File: src/rtl/fetch.sv
// LC-3b instruction fetch stage: owns the fetch PC, issues word reads,
// buffers returned words in a small FIFO and presents them to decode.
module fetch #(
  parameter logic [15:0] RESET_PC = 16'h0000,
  parameter int unsigned DEPTH    = 2
) (
  input  logic        clk,
  input  logic        reset,
  input  logic        stall,
  input  logic        redirect,
  input  logic [15:0] redirect_pc,
  output logic        imem_read,
  output logic [15:0] imem_address,
  input  logic        imem_resp,
  input  logic [15:0] imem_rdata,
  output logic [15:0] npc,
  output logic [15:0] ir,
  output logic        valid
);

  localparam int unsigned AW = $clog2(DEPTH);
  localparam int unsigned CW = AW + 1;
  localparam logic [CW-1:0] FULL = CW'(DEPTH);

  typedef enum logic [1:0] {
    IDLE,
    FETCH,
    DISCARD
  } state_e;

  state_e        state_q, state_d;
  logic [15:0]   req_addr_q, req_addr_d;
  logic [15:0]   tgt_q, tgt_d;
  logic [CW-1:0] count_q, count_d;
  logic [AW-1:0] wr_ptr_q, wr_ptr_d;
  logic [AW-1:0] rd_ptr_q, rd_ptr_d;
  logic [15:0]   npc_mem_q [DEPTH];
  logic [15:0]   ir_mem_q  [DEPTH];

  logic [15:0]   rpc;
  logic [15:0]   req_next;
  logic          pop;
  logic          push;
  logic          flush;
  logic [CW-1:0] cnt_pop;
  logic [CW-1:0] cnt_push_pop;

  assign rpc          = {redirect_pc[15:1], 1'b0};
  assign req_next     = req_addr_q + 16'd2;
  assign valid        = (count_q != '0);
  assign pop          = valid & ~stall & ~redirect;
  assign push         = (state_q == FETCH) & imem_resp & ~redirect;
  assign cnt_pop      = count_q - CW'(pop);
  assign cnt_push_pop = count_q + CW'(1) - CW'(pop);

  assign imem_read    = (state_q == FETCH) | (state_q == DISCARD);
  // req_addr is left untouched on a redirect that enters DISCARD,
  // so it still names the read that is in flight.
  assign imem_address = req_addr_q;

  assign npc = npc_mem_q[rd_ptr_q];
  assign ir  = ir_mem_q[rd_ptr_q];

  always_comb begin
    state_d    = state_q;
    req_addr_d = req_addr_q;
    tgt_d      = tgt_q;
    flush      = 1'b0;
    unique case (state_q)
      IDLE: begin
        if (redirect) begin
          flush      = 1'b1;
          req_addr_d = rpc;
          state_d    = FETCH;
        end else if (cnt_pop < FULL) begin
          state_d = FETCH;
        end
      end
      FETCH: begin
        if (redirect && imem_resp) begin
          flush      = 1'b1;
          req_addr_d = rpc;
        end else if (redirect) begin
          flush   = 1'b1;
          tgt_d   = rpc;
          state_d = DISCARD;
        end else if (imem_resp) begin
          req_addr_d = req_next;
          if (cnt_push_pop >= FULL) begin
            state_d = IDLE;
          end
        end
      end
      DISCARD: begin
        if (redirect) begin
          flush = 1'b1;
          tgt_d = rpc;
        end
        if (imem_resp) begin
          req_addr_d = redirect ? rpc : tgt_q;
          state_d    = FETCH;
        end
      end
      default: state_d = IDLE;
    endcase
  end

  always_comb begin
    count_d  = count_q + CW'(push) - CW'(pop);
    wr_ptr_d = wr_ptr_q + AW'(push);
    rd_ptr_d = rd_ptr_q + AW'(pop);
    if (flush) begin
      count_d  = '0;
      wr_ptr_d = wr_ptr_q;
      rd_ptr_d = wr_ptr_q;
    end
  end

  always_ff @(posedge clk or posedge reset) begin
    if (reset) begin
      state_q    <= IDLE;
      req_addr_q <= RESET_PC;
      tgt_q      <= '0;
      count_q    <= '0;
      wr_ptr_q   <= '0;
      rd_ptr_q   <= '0;
    end else begin
      state_q    <= state_d;
      req_addr_q <= req_addr_d;
      tgt_q      <= tgt_d;
      count_q    <= count_d;
      wr_ptr_q   <= wr_ptr_d;
      rd_ptr_q   <= rd_ptr_d;
    end
  end

  always_ff @(posedge clk or posedge reset) begin
    if (reset) begin
      for (int i = 0; i < DEPTH; i++) begin
        npc_mem_q[i] <= '0;
        ir_mem_q[i]  <= '0;
      end
    end else if (push) begin
      npc_mem_q[wr_ptr_q] <= req_next;
      ir_mem_q[wr_ptr_q]  <= imem_rdata;
    end
  end

endmodule

File: config.mk
export PLATFORM = sky130hd
export DESIGN_NAME = fetch
export DESIGN_NICKNAME = d
export VERILOG_FILES = /design/src/rtl/fetch.sv
export SDC_FILE = /design/constraint.sdc
export NUM_CORES = 1
export LEC_CHECK = 0
export ABC_AREA = 1
export ABC_CLOCK_PERIOD_IN_PS = 3400
export BUFFER_PORTS_ARGS = -buffer_cell sky130_fd_sc_hd__buf_2
export CORE_ASPECT_RATIO = 0.6
export CORE_UTILIZATION = 55
export CTS_BUF_LIST = sky130_fd_sc_hd__clkbuf_4
export CTS_CLUSTER_SIZE = 25
export DETAILED_ROUTE_END_ITERATION = 10
export PLACE_DENSITY = 0.78
export SYNTH_ARGS = -nofsm -noshare
export SYNTH_HDL_FRONTEND = slang
export SYNTH_SLANG_ARGS = --single-unit
File: constraint.sdc
create_clock -name clk -period 3.4 [get_ports clk]
set_input_delay 0 -clock clk [delete_from_list [all_inputs] [get_ports clk]]
set_output_delay 0 -clock clk [all_outputs]
set_load 0.01 [all_outputs]
==> run_results.csv <==
group,metric,value,unit
cells_and_area,final_cells,941,
cts,clkSinkCount,102,
critical_path,r2r_cells,9,
placed_design,gp_congestion,0.903,
yosys,yosys_warnings,0,
yosys,synth_fa_ha_area_frac,0.0233,
drt,drt_wl_total,13.4,mm
yosys,synthDistinctLibCells,39,
floorplan,io_pins,87,
grt,antenna_found_initial,0,
yosys,synthArstFlopShare,1.00,
power,ir_worst_vdd,482,uV
cts,cts_root_buf,"clkbuf_4",
grt,gr-total-overflow,0,
sta,clock_skew,0.0255,ns
critical_path,reg2reg_from,"state_q[1]$_DFFE_PP0P_",
min_path,hp-start,"imem_resp",
critical_path,r2r_slack,0.95,ns
yosys,syn_area_per_cell,7.62,um^2
critical_path,path_class,"reg2reg",
cts,cts_tree,"built",
yosys,synth_cells,704,
floorplan,die_h,78.5,um
placed_design,place_ws,0.984,ns
yosys,synth_ff_type,"dfrtp_1",
cells_and_area,layout.nets,853,
sta,fmax,409,MHz
floorplan,die_x,129,um
drt,first_pass_iters,5,
critical_path,arrival,2.78,ns
drt,postRouteAntennaNets,0,
placed_design,dp.cells,893,
grt,grt_max_degree,56,
drt,drc,0,
cells_and_area,num_antenna_cells,0,
yosys,synth_edf_count,0,
critical_path,cp.required,3.74,ns
placed_design,io_buffers,85,
drt,routedWlPerCell,14.2,um
floorplan,rows,27,
critical_path,reg2reg_to,"npc_mem_q[19]$_DFFE_PP0P_",
sta,relSlewSlack,0.525,
yosys,syn-cell-area,0.00536,mm^2
floorplan,fp.coreArea,0.00932,mm^2
power,p_total,5.81,mW
yosys,synth_compound_area_frac,0.146,
sta,setup_viol,0,
sta,maxSlewViolCount,0,
grt,grtUsageTotal,0.283,
power,cellLeakagePower,3.24,nW
cells_and_area,syn2layout_area_growth,17.5,%
status,status,"finished, final reports clean",
cts,htreeDepth,3,
cts,cts_resized,0,
sta,rsz0062_at_grt,"false",
yosys,ys_seq_area_frac,0.476,
power,p_per_area,922,mW/mm^2
sta,post-route-min-period,2.45,ns
drt,drt_iter0_markers,544,
drt,avgViaCountPerCell,5.36,
critical_path,cp-end-kind,"flip-flop",
cells_and_area,most-common-layout-cells,"nand2_1 (247), dfrtp_1 (102), buf_2 (85)",
drt,vias,5040,
yosys,mappedNetlistNets,751,
critical_path,cp_max_fo,21,
cts,insertion_delay,0.48,ns
cells_and_area,n_fill_cell,772,
cts,post-cts-setup-buffer-count,0,
cts,cts-buffers-inserted,9,
floorplan,dieArea,0.0102,mm^2
floorplan,start_util,0.575,
sta,worst_pin_slew,0.713,ns
cells_and_area,drive_gt1_frac,0.180,
sta,hold_viol_final,0,
cells_and_area,final_common_cell,"nand2_1",
cts,path_clk_slew,0.15,ns
min_path,hold_class,"in2reg",
cts,clk_path_buf_depth,2,
yosys,synth_xor_area_frac,0.00793,
grt,grt_pass1_vias,4519,
grt,grt_pass1_wl,22.0,mm
yosys,synthMuxAreaShare,0,
sta,tns,0,ns
min_path,hold-path-endpoint,"imem_address[15]$_DFFE_PP0P_",
flow_run,drv_cap,0,
yosys,synthSimpleGateAreaFrac,0.269,
sta,postLayoutSetupSlackWorst,0.953,ns
yosys,synth_seq_cells,102,
yosys,synth_top_family_by_area,"simple AND/OR/NAND/NOR gates",
critical_path,start_kind,"flip-flop",
placed_design,hpwl,9.36,mm
sta,timing.final.crit_share,0.720,
min_path,hold_path_depth,5,
==> final cells by class <==
type / count / area (um^2) / share of cell area
clock inverters: 6 / 62.6 / 0.00993
multi-input cells: 501 / 2390 / 0.379
flip-flops and latches: 102 / 2550 / 0.405
repair buffers: 124 / 798 / 0.127
clock buffers: 10 / 75.1 / 0.0119
well taps: 130 / 163 / 0.0258
inverters: 68 / 260 / 0.0413
==> how the worst max path moves through the flow <==
stage | depth (start not counted) | slack (ns) | start | endpoint
after floorplan | 1 | 0.72 | reset | count_q[0]$_DFF_PP0_
after global placement | 9 | 1.07 | state_q[1]$_DFFE_PP0P_ | npc_mem_q[28]$_DFFE_PP0P_
after detailed placement | 9 | 0.98 | state_q[1]$_DFFE_PP0P_ | npc_mem_q[19]$_DFFE_PP0P_
after CTS | 9 | 0.96 | state_q[1]$_DFFE_PP0P_ | npc_mem_q[19]$_DFFE_PP0P_
after global routing | 9 | 0.73 | state_q[1]$_DFFE_PP0P_ | npc_mem_q[17]$_DFFE_PP0P_
final | 9 | 0.95 | state_q[1]$_DFFE_PP0P_ | npc_mem_q[19]$_DFFE_PP0P_
==> report_power, final <==
part	internal [mW]	switching, mW
registers	1.79	0.417
logic	1.04	1.92
clock network	0.232	0.403
==> stage by stage <==
stage / area (um^2) / hold slack (ns) / util
final: 6300 / 0.0618 / 0.676
after global routing: 6300 / 0.0516 / 0.676
after CTS: 6300 / 0.0184 / 0.676
after detailed placement: 5840 / 0.159 / 0.627
after global placement: 5840 / 0.152 / 0.627
after floorplan: 5360 / 0.112 / -
==> cells in the mapped netlist (all sizes together) (6+ instances only) <==
cell,n,area share
a21oi,24,0.024
a31oi,8,0.0093
buf,12,0.016
clkbuf,21,0.015
dfrtp,102,0.48
ha,10,0.023
inv,68,0.048
nand2,254,0.18
nand3,21,0.022
nand4,7,0.0093
nor2,53,0.043
o21ai,101,0.097
o22ai,6,0.0070
==> kinds of logic (layout without fill, tap and decap cells) <==
| kind of cell | Yosys count | after routing |
|---|---|---|
| adders and majority gates | 10 | 10 |
| and+or+nand+nor | 343 | 343 |
| xor gates and xnor gates | 4 | 4 |
| DFF | 102 | 102 |
| AOI/OAI and AO/OA | 144 | 144 |
| buffers and inverters | 101 | 208 |
==> critical path: stages, from the launching register on <==
cell     delay [ns]
dfrtp_1        0.44
inv_1          0.09
ha_1           0.44
nand2_1        0.13
nor2_1         0.22
ha_1           0.23
buf_4          0.24
inv_1          0.31
nand2_1        0.13
o21ai_0        0.10
==> layer usage <==
metal,GRT usage,part of all wire
met3,0.0593,0.085
met5,0,0
met2,0.430,0.44
met1,0.409,0.46
met4,0.0826,0.014
==> repair_timing <==
action | 4_1_cts | 5_1_grt
hold buffers | 32 | 0
endpoints found under the hold margin | 115 | 0
endpoints found under the setup margin | 0 | 0
==> flip-flops by register name (all words and copies together) (netlist names) <==
name          count
npc_mem_q        32
rd_ptr_q          1
imem_address     16
tgt_q            16
count_q           2
wr_ptr_q          1
ir_mem_q         32
state_q           2
Note: power is estimated with default switching activity, not from simulation.
